<file path="src/rtl/conv_pkg.sv">
// Shared types and constants for the convolution stream feeder.
package conv_pkg;

    // Sequencing states of the feeder
    typedef enum logic [1:0] {
        IDLE   = 2'd0,
        STREAM = 2'd1,
        DRAIN  = 2'd2,
        DONE   = 2'd3
    } state_e;

    // Load-port RAM selection
    localparam logic SEL_IMAGE  = 1'b0;
    localparam logic SEL_FILTER = 1'b1;

    // Address width able to index 'depth' words (at least one bit)
    function automatic int addr_bits(input int depth);
        return (depth > 1) ? $clog2(depth) : 1;
    endfunction

endpackage

</file>
<file path="src/rtl/conv_feeder_ram.sv">
// Single-port RAM: synchronous write, one-cycle registered read.
// Contents are deliberately not reset so that loaded data survives a reset.
module conv_feeder_ram
    import conv_pkg::*;
#(
    parameter int depth    = 121,
    parameter int bitwidth = 8
) (
    input  logic                         clock,
    input  logic                         wr_en,
    input  logic                         rd_en,
    input  logic [addr_bits(depth)-1:0]  addr,
    input  logic [bitwidth-1:0]          wr_data,
    output logic [bitwidth-1:0]          rd_data
);

    logic [bitwidth-1:0] mem_r [depth];
    logic [bitwidth-1:0] rd_data_r;

    // Write the addressed word, or capture it into the read register
    always_ff @(posedge clock) begin
        if (wr_en) begin
            mem_r[addr] <= wr_data;
        end
        if (rd_en) begin
            rd_data_r <= mem_r[addr];
        end
    end

    assign rd_data = rd_data_r;

endmodule

</file>
<file path="src/rtl/conv_stream_feeder.sv">
// Streams a stored image (and the filter weights on the first beats) in
// raster order to the convolution datapath. Pipeline: issue -> RAM read ->
// output register, so a beat issued in cycle t is valid in cycle t+2.
module conv_stream_feeder
    import conv_pkg::*;
#(
    parameter int bitwidth    = 8,
    parameter int filterWidth = 3,
    parameter int imageWidth  = 11,
    localparam int filterSize = filterWidth * filterWidth,
    localparam int numPixels  = imageWidth * imageWidth,
    localparam int addrWidth  = addr_bits(numPixels)
) (
    input  logic                 clock,
    input  logic                 reset,
    input  logic                 wr_en,
    input  logic                 wr_sel,
    input  logic [addrWidth-1:0] wr_addr,
    input  logic [bitwidth-1:0]  wr_data,
    input  logic                 start,
    input  logic                 pause,
    output logic [bitwidth-1:0]  data_out,
    output logic                 isValid_out,
    output logic [bitwidth-1:0]  filter_out,
    output logic                 busy,
    output logic                 done
);

    localparam int filtAddrWidth = addr_bits(filterSize);

    state_e                  state_r;
    logic [addrWidth-1:0]    issue_cnt_r;
    logic                    busy_r;
    logic                    done_r;
    logic                    vld_s1_r;
    logic                    filt_ok_s1_r;
    logic                    is_valid_r;
    logic [bitwidth-1:0]     data_out_r;
    logic [bitwidth-1:0]     filter_out_r;

    logic                    idle_s;
    logic                    issue_s;
    logic                    last_issue_s;
    logic                    in_filter_s;
    logic                    img_we_s;
    logic                    filt_we_s;
    logic                    filt_rd_en_s;
    logic [addrWidth-1:0]    img_addr_s;
    logic [filtAddrWidth-1:0] filt_addr_s;
    logic [bitwidth-1:0]     img_rd_s;
    logic [bitwidth-1:0]     filt_rd_s;

    assign idle_s       = (state_r == IDLE);
    assign issue_s      = (state_r == STREAM) && !pause;
    assign last_issue_s = (issue_cnt_r == addrWidth'(numPixels - 1));
    assign in_filter_s  = ({1'b0, issue_cnt_r} < (addrWidth + 1)'(filterSize));

    // Loads only while idle, and only to addresses that exist in the target RAM
    assign img_we_s  = wr_en && idle_s && (wr_sel == SEL_IMAGE)
                       && ({1'b0, wr_addr} < (addrWidth + 1)'(numPixels));
    assign filt_we_s = wr_en && idle_s && (wr_sel == SEL_FILTER)
                       && ({1'b0, wr_addr} < (addrWidth + 1)'(filterSize));

    // The RAMs are single-port: the load address owns them while idle
    assign img_addr_s   = idle_s ? wr_addr : issue_cnt_r;
    assign filt_addr_s  = idle_s ? wr_addr[filtAddrWidth-1:0]
                                 : issue_cnt_r[filtAddrWidth-1:0];
    assign filt_rd_en_s = issue_s && in_filter_s;

    conv_feeder_ram #(
        .depth    (numPixels),
        .bitwidth (bitwidth)
    ) u_image_ram (
        .clock    (clock),
        .wr_en    (img_we_s),
        .rd_en    (issue_s),
        .addr     (img_addr_s),
        .wr_data  (wr_data),
        .rd_data  (img_rd_s)
    );

    conv_feeder_ram #(
        .depth    (filterSize),
        .bitwidth (bitwidth)
    ) u_filter_ram (
        .clock    (clock),
        .wr_en    (filt_we_s),
        .rd_en    (filt_rd_en_s),
        .addr     (filt_addr_s),
        .wr_data  (wr_data),
        .rd_data  (filt_rd_s)
    );

    // Run sequencing: issue counter, busy and done flags
    always_ff @(posedge clock) begin
        if (reset) begin
            state_r     <= IDLE;
            issue_cnt_r <= {addrWidth{1'b0}};
            busy_r      <= 1'b0;
            done_r      <= 1'b0;
        end else begin
            case (state_r)
                IDLE: begin
                    done_r <= 1'b0;
                    if (start) begin
                        state_r     <= STREAM;
                        issue_cnt_r <= {addrWidth{1'b0}};
                        busy_r      <= 1'b1;
                    end else begin
                        busy_r      <= 1'b0;
                    end
                end
                STREAM: begin
                    if (!pause) begin
                        issue_cnt_r <= issue_cnt_r + addrWidth'(1);
                        if (last_issue_s) begin
                            state_r <= DRAIN;
                        end
                    end
                end
                DRAIN: begin
                    // Stage 1 empty means the final beat now sits on the outputs
                    if (!vld_s1_r) begin
                        state_r <= DONE;
                        done_r  <= 1'b1;
                    end
                end
                DONE: begin
                    state_r <= IDLE;
                    done_r  <= 1'b0;
                    busy_r  <= 1'b0;
                end
                default: begin
                    state_r     <= IDLE;
                    issue_cnt_r <= {addrWidth{1'b0}};
                    busy_r      <= 1'b0;
                    done_r      <= 1'b0;
                end
            endcase
        end
    end

    // Beat pipeline: track RAM-read validity and register the outputs
    always_ff @(posedge clock) begin
        if (reset) begin
            vld_s1_r     <= 1'b0;
            filt_ok_s1_r <= 1'b0;
            is_valid_r   <= 1'b0;
            data_out_r   <= {bitwidth{1'b0}};
            filter_out_r <= {bitwidth{1'b0}};
        end else begin
            vld_s1_r     <= issue_s;
            filt_ok_s1_r <= filt_rd_en_s;
            is_valid_r   <= vld_s1_r;
            if (vld_s1_r) begin
                data_out_r   <= img_rd_s;
                filter_out_r <= filt_ok_s1_r ? filt_rd_s : {bitwidth{1'b0}};
            end
        end
    end

    assign data_out    = data_out_r;
    assign isValid_out = is_valid_r;
    assign filter_out  = filter_out_r;
    assign busy        = busy_r;
    assign done        = done_r;

endmodule

</file>
<file path="config.mk">
export PLATFORM = sky130hd
export DESIGN_NAME = conv_stream_feeder
export DESIGN_NICKNAME = d
export VERILOG_FILES = /design/src/rtl/conv_pkg.sv /design/src/rtl/conv_feeder_ram.sv /design/src/rtl/conv_stream_feeder.sv
export SDC_FILE = /design/constraint.sdc
export NUM_CORES = 1
export LEC_CHECK = 0
export ABC_AREA = 0
export CELL_PAD_IN_SITES_DETAIL_PLACEMENT = 0
export CELL_PAD_IN_SITES_GLOBAL_PLACEMENT = 2
export CORE_MARGIN = 10
export CORE_UTILIZATION = 52
export CTS_CLUSTER_SIZE = 28
export DETAILED_ROUTE_END_ITERATION = 16
export PLACE_DENSITY_LB_ADDON = 0.3
export SLEW_MARGIN = 20
export SYNTH_ARGS = -nofsm -noshare
export SYNTH_HDL_FRONTEND = slang
export SYNTH_SLANG_ARGS = --single-unit
</file>
<file path="constraint.sdc">
create_clock -name clock -period 5.9 [get_ports clock]
set_input_delay 1.77 -clock clock [delete_from_list [all_inputs] [get_ports clock]]
set_output_delay 1.77 -clock clock [all_outputs]
set_load 0.02 [all_outputs]
</file>
==> results.toml, run 1 <==
[route]
detail-route-antenna-nets = 0
top_layer_used = "met5"
drc = 0
met1Wirelength_mm = 44.42
drt-initial-drc-count = 2725
first_pass_iters = 6
drt-wirelength-per-cell_um = 29.20
routed_wl_mm = 110.7
vias_per_cell = 6.240
dr_total_vias = 23651
wl_met3_mm = 10.77
wl_met2_mm = 51.87

[timing]
report.final.slew_viol_count = 0
worstMarginPinSlew_ns = 1.189
setup_ws_ns = 1.020
fin_crit_ns = 4.880
fmax_mhz = 204.9
tns_ns = 0
relSlewSlack = 0.2073
final_hold_viol_count = 0
post-route-period-util = 0.8271
setup_viol = 0
finalClockSkew_ns = 0.02119
rsz0062_at_grt = "no"

[clocking]
cts_buffers = 109
clkTransAtPathRegs_ns = 0.06
cts_tree = "yes"
cts_max_path_buffers = 3
cts.sinks = 1086
clk_latency_ns = 0.68
cts_max_level = 3
ctsRootBufferMaster = "clkbuf_16"
holdBufCountCts = 0
cts_setup_buffers = 0
ctsResizeCount = 0

[floorplanning]
die_h_um = 305.8
initial_core_util = 0.5257
die_area_um2 = 93530
core_area_um2 = 80810
io_pins = 40
die_width_um = 305.8
num_rows = 104

[cells_and_area]
layout-area-overhead-vs-synth_pct = 15.07
drive_gt1_frac = 0.2095
fillers = 5785
antennaDiodeCount = 0
fin_util = 0.6049
final_cell_mix = "edfxtp_1 (1,056), nand2_1 (304), buf_4 (210)"
fin_nets = 2666
layout_commonest_cell = "edfxtp_1"

[pwr]
power.total_mw = 20.12
peakVddDrop_mv = 0.3146
p_switching_mw = 5.816
swShare = 0.2890
pwr-share-seq = 0.428
p_leak_nw = 16.01
clkPwrFrac = 0.345
p_per_area_nw_per_um2 = 411.6
combPwrFrac = 0.227
intPower_mw = 14.31

[synth]
synth-compound-area-share = 0.04724
synthArstFlopShare = 0
synth-xor-area-share = 0.001031
synth_fa_ha_area_frac = 0.002062
yosys_warnings = 0
synth-edff-count = 1056
syn-num-nets = 2445
synth_top_family_by_area = "multiplexers"
yosysTopAreaCell = "edfxtp_1"
ys_ff_latch = 1086
synth_top_area_frac = 0.7464
synth_simple_gate_area_frac = 0.06438
synth_ff_type = "edfxtp_1"
syn_area_um2 = 42480
synthTopCellsByArea = "edfxtp_1 (75%), mux4_2 (8.2%), nand2_1 (2.7%), nor2_1 (1.7%), mux2i_1 (1.7%)"
syn_inst = 2417
avgSynthCellArea_um2 = 17.58
ys_types = 63
ys_seq_area_frac = 0.7606
synth.area.mux_share = 0.1060

[critical_path]
worstSetupEndpoint = "u_image_ram.rd_data[2]$_DFFE_PP_"
crit_start = "wr_addr[1]"
cp_data_arrival_time_ns = 5.31
path_class = "in2reg"
critPathMaxFanout = 58
cp-end-kind = "flop"
crit_required_ns = 6.33
ff2ff_setup_slack_ns = 1.45
reg2reg_from = "state_r[0]$_SDFFE_PP0P_"
r2r_cells = 10
cp-start-kind = "input pin"
r2r_end = "u_image_ram.rd_data[1]$_DFFE_PP_"

[min_path]
hold_path.class = "reg2reg"
min_path_cells = 2

[placed_design]
dp_hpwl_mm = 69.24
routabilityCongestion = 0.8520
portBuffers = 39
pre_cts_slack_ns = 0.4061

[status]
status = "complete, no violations"

[grt]
grt_pass1_wl_mm = 160.6
track_usage = 0.2337
antenna_found_initial = 5
grt_pass1_vias = 23175
grt_max_degree = 97
grt_overflow = 0

[flow_run]
cap_violations = 0
-- state kept, by name, indices dropped and copies added, names as in the netlist, 2 cells and up --
name,flops
issue_cnt_r,7
u_image_ram.mem_r,968
u_filter_ram.rd_data,8
state_r,2
data_out,8
filter_out,8
u_image_ram.rd_data,8
u_filter_ram.mem_r,72
-- cell families (layout without fill, tap and decap cells) --
kind of cell | count (synthesis) | after routing
compound gates | 278 | 278
buf+inv | 148 | 461
xor+xnor | 5 | 5
flops | 1086 | 1086
simple gates | 648 | 648
mux | 245 | 245
fa+ha+maj | 7 | 7
-- per-layer routing --
metal | GRT usage | vias up
li1 | - | 10087
met1 | 0.3234 | 12180
met2 | 0.3638 | 1171
met3 | 0.05755 | 207
met4 | 0.07571 | 6
met5 | 0 | -
-- power groups by stage --
stage	clock network (mW)	registers (mW)	logic, mW
after floorplan	0	8.75	2.85
after global placement	0	8.78	4.50
after detailed placement	0	8.78	4.53
after CTS	7.05	8.61	4.54
after global routing	7.36	8.62	4.81
final	6.95	8.62	4.56
-- synthesized netlist by cell type (all sizes together) (11+ instances only) --
cell and instances:
buf 94, a31oi 32, a221o 24, a32oi 24, mux4 160, and3 11
o21ai 37, nor2 198, nand4 27, mux2 11, edfxtp 1056, nand2 305
dfxtp 30, a221oi 27, a21oi 45, clkbuf 47, mux2i 74, o211ai 11
nor2b 12, o22ai 24, nand3 62
-- metrics by stage --
stage	instance area [um^2]	instances	hold slack (ns)
after floorplan	42480	2417	0.4480
after global placement	45260	3587	0.4604
after detailed placement	45260	3587	0.4699
after CTS	48880	3790	0.4851
after global routing	48880	3790	0.5157
final	48880	3790	0.4797
-- critical path, cell delays in order --
cell             delay, ns
clkdlybuf4s50_1       0.78
mux2_8                0.65
buf_12                0.34
buf_4                 0.34
mux4_2                0.34
mux2i_1               0.15
a32oi_1               0.10
o2111ai_1             0.34
o21ai_1               0.16
a211o_1               0.26
-- area by class of cell --
| class | instances | area (um^2) | area share |
|---|---|---|---|
| Clock buffer | 134 | 2925 | 0.05984 |
| Clock inverter | 69 | 691.9 | 0.01415 |
| Inverter | 7 | 26.28 | 0.0005375 |
| Multi-Input combinational cell | 1183 | 9525 | 0.1949 |
| Sequential cell | 1086 | 32310 | 0.6610 |
| Tap cell | 1060 | 1326 | 0.02713 |
| Timing Repair Buffer | 251 | 2078 | 0.04251 |
-- worst min-delay path by stage --
stage                                                 start                          to
after floorplan           u_filter_ram.rd_data[0]$_DFFE_PP_  filter_out[0]$_SDFFE_PP0P_
after global placement    u_filter_ram.rd_data[1]$_DFFE_PP_  filter_out[1]$_SDFFE_PP0P_
after detailed placement  u_filter_ram.rd_data[1]$_DFFE_PP_  filter_out[1]$_SDFFE_PP0P_
after CTS                 u_filter_ram.rd_data[1]$_DFFE_PP_  filter_out[1]$_SDFFE_PP0P_
after global routing      u_filter_ram.rd_data[5]$_DFFE_PP_  filter_out[5]$_SDFFE_PP0P_
final                     u_filter_ram.rd_data[1]$_DFFE_PP_  filter_out[1]$_SDFFE_PP0P_
(Power assumes the default switching activity.)
==> run 2: changes to the inputs <==
--- a/config.mk
+++ b/config.mk
@@ -9,7 +9,7 @@
 export CELL_PAD_IN_SITES_DETAIL_PLACEMENT = 0
 export CELL_PAD_IN_SITES_GLOBAL_PLACEMENT = 2
 export CORE_MARGIN = 10
-export CORE_UTILIZATION = 52
+export CORE_UTILIZATION = 44
 export CTS_CLUSTER_SIZE = 28
 export DETAILED_ROUTE_END_ITERATION = 16
 export PLACE_DENSITY_LB_ADDON = 0.3
==> constraint.sdc (replaced) <==
create_clock -name clock -period 4.4 [get_ports clock]
set_input_delay 1.32 -clock clock [delete_from_list [all_inputs] [get_ports clock]]
set_output_delay 1.32 -clock clock [all_outputs]
set_load 0.02 [all_outputs]
==> run 2 against run 1 <==
Final area is 2.6% higher. Critical path depth is 1 higher. Total power is 37% higher. Register-to-register slack worse by 1.3 ns. Wire length is 5.3% higher. Via count is 1.5% higher. Cell count is 8.6% higher. Largest cell class unchanged.
==> results.toml, run 2 (same netlist as run 1, synthesis figures left out) <==
[timing]
rsz0062_at_grt = "no"
hold_ws_ns = 0.4795
final_hold_viol_count = 0
setup_viol = 0
worstMarginPinSlew_ns = 1.041
report.final.slew_viol_count = 0
setup_ws_ns = 0.1508
fin_crit_ns = 4.249
fmax_mhz = 235.3
post-route-period-util = 0.9657
relSlewSlack = 0.3057
finalClockSkew_ns = 0.02983

[route]
drc = 0
first_pass_iters = 9
dr_total_vias = 24001
drt-initial-drc-count = 2681
drt-wirelength-per-cell_um = 28.31
vias_per_cell = 5.831
detail-route-antenna-nets = 0
routed_wl_mm = 116.5

[critical_path]
ff2ff_setup_slack_ns = 0.19
r2r_cells = 12
reg2reg_from = "state_r[1]$_SDFFE_PP0P_"
cp_data_arrival_time_ns = 4.60
cp-end-kind = "flop"
r2r_end = "u_image_ram.rd_data[6]$_DFFE_PP_"
critPathMaxFanout = 16
crit_required_ns = 4.75
cp-start-kind = "input pin"
path_class = "in2reg"

[min_path]
hp-start = "u_filter_ram.rd_data[2]$_DFFE_PP_"
min_to = "filter_out[2]$_SDFFE_PP0P_"
min_path_cells = 2
hold_path.class = "reg2reg"

[clocking]
ctsRootBufferMaster = "clkbuf_16"
cts_buffers = 109
cts_max_level = 3
cts_max_path_buffers = 3
clk_latency_ns = 0.70
clkTransAtPathRegs_ns = 0.07
cts.sinks = 1086
cts_tree = "yes"
holdBufCountCts = 0

[pwr]
p_switching_mw = 8.138
pwr-share-seq = 0.419
p_per_area_nw_per_um2 = 549.4
p_leak_nw = 16.55
peakVddDrop_mv = 0.4014
combPwrFrac = 0.255
power.total_mw = 27.56
swShare = 0.2953
clkPwrFrac = 0.326
intPower_mw = 19.42

[placed_design]
pre_cts_slack_ns = -0.6992
placed_area_um2 = 46680
portBuffers = 39
routabilityCongestion = 0.8620
dp_hpwl_mm = 75.69

[cells_and_area]
layout_commonest_cell = "edfxtp_1"
fin_util = 0.5256
largest_reg_flops = 968
top_register = "u_image_ram.mem_r"
fin_area_um2 = 50160
final_cell_mix = "edfxtp_1 (1,056), nand2_1 (304), buf_4 (300)"
layout-area-overhead-vs-synth_pct = 18.08
drive_gt1_frac = 0.2349
fin_nets = 2781
top_regs = "u_image_ram.mem_r (968), u_filter_ram.mem_r (72)"

[grt]
antenna_found_initial = 1
grt_pass1_wl_mm = 170.0
grt_pass1_vias = 24132
track_usage = 0.2121
grt_max_degree = 97
grt_overflow = 0

[flow_run]
cap_violations = 0

[floorplanning]
die_width_um = 330.7
io_pins = 40
core_area_um2 = 95440
die_area_um2 = 109400
initial_core_util = 0.4451
die_h_um = 330.7
num_rows = 113

[status]
status = "complete, no violations"
[run 2: power groups by stage]
stage	Sequential (mW)	Combinational (mW)	Clock (mW)
2_1_floorplan	11.7	3.82	0
3_3_place_gp	11.8	6.97	0
3_5_place_dp	11.8	6.98	0
4_1_cts	11.5	7.02	9.12
5_1_grt	11.5	7.42	9.53
6_report	11.5	7.03	8.98
[run 2: how the worst max path moves through the flow]
stage | start | to | cells after the start
2_1_floorplan | wr_addr[0] | u_image_ram.rd_data[4]$_DFFE_PP_ | 7
3_3_place_gp | wr_addr[1] | u_image_ram.rd_data[6]$_DFFE_PP_ | 11
3_5_place_dp | wr_addr[1] | u_image_ram.rd_data[6]$_DFFE_PP_ | 11
4_1_cts | wr_addr[0] | u_image_ram.rd_data[6]$_DFFE_PP_ | 12
5_1_grt | state_r[0]$_SDFFE_PP0P_ | u_image_ram.rd_data[6]$_DFFE_PP_ | 12
6_report | wr_addr[1] | u_image_ram.rd_data[6]$_DFFE_PP_ | 11
[run 2: metrics by stage]
stage / setup TNS, ns / std cells
floorplan: 0 / 2417
detailed placement: -8.110 / 3905
global route: 0 / 4113
global placement: -2.742 / 3905
CTS: 0 / 4111
finish: 0 / 4116
[run 2: cell type report]
type	count	area [um^2]
Clock buffer	133	2818
Tap cell	1265	1583
Antenna cell	3	7.507
Inverter	7	26.28
Sequential cell	1086	32310
Multi-Input combinational cell	1183	9534
Fill cell	7663	45270
Timing Repair Buffer	366	3254
Clock inverter	73	630.6
[run 2: worst max-delay path, cell delays in order]
cell and delay [ns]:
clkdlybuf4s50_1 0.49, mux2_8 0.42, buf_12 0.19, nor2_4 0.24, buf_4 0.25, a32oi_1 0.12
a32oi_1 0.40, o21ai_1 0.27, buf_4 0.22, a32oi_1 0.33, nand3_1 0.30
[run 2: metal layers]
| metal | routed length (um) | up-vias | global-route usage |
|---|---|---|---|
| li1 | - | 10325 | - |
| met1 | 49550 | 12460 | 0.3021 |
| met2 | 54720 | 1034 | 0.3338 |
| met3 | 9016 | 182 | 0.03613 |
| met4 | 3243 | 0 | 0.06193 |
| met5 | 0 | - | 0 |
[run 2: what timing repair did]
action | CTS | global route
setup buffers | 0 | 2
gates cloned | 0 | 0
setup endpoints to repair | 1 | 1
resized for setup | 2 | 1
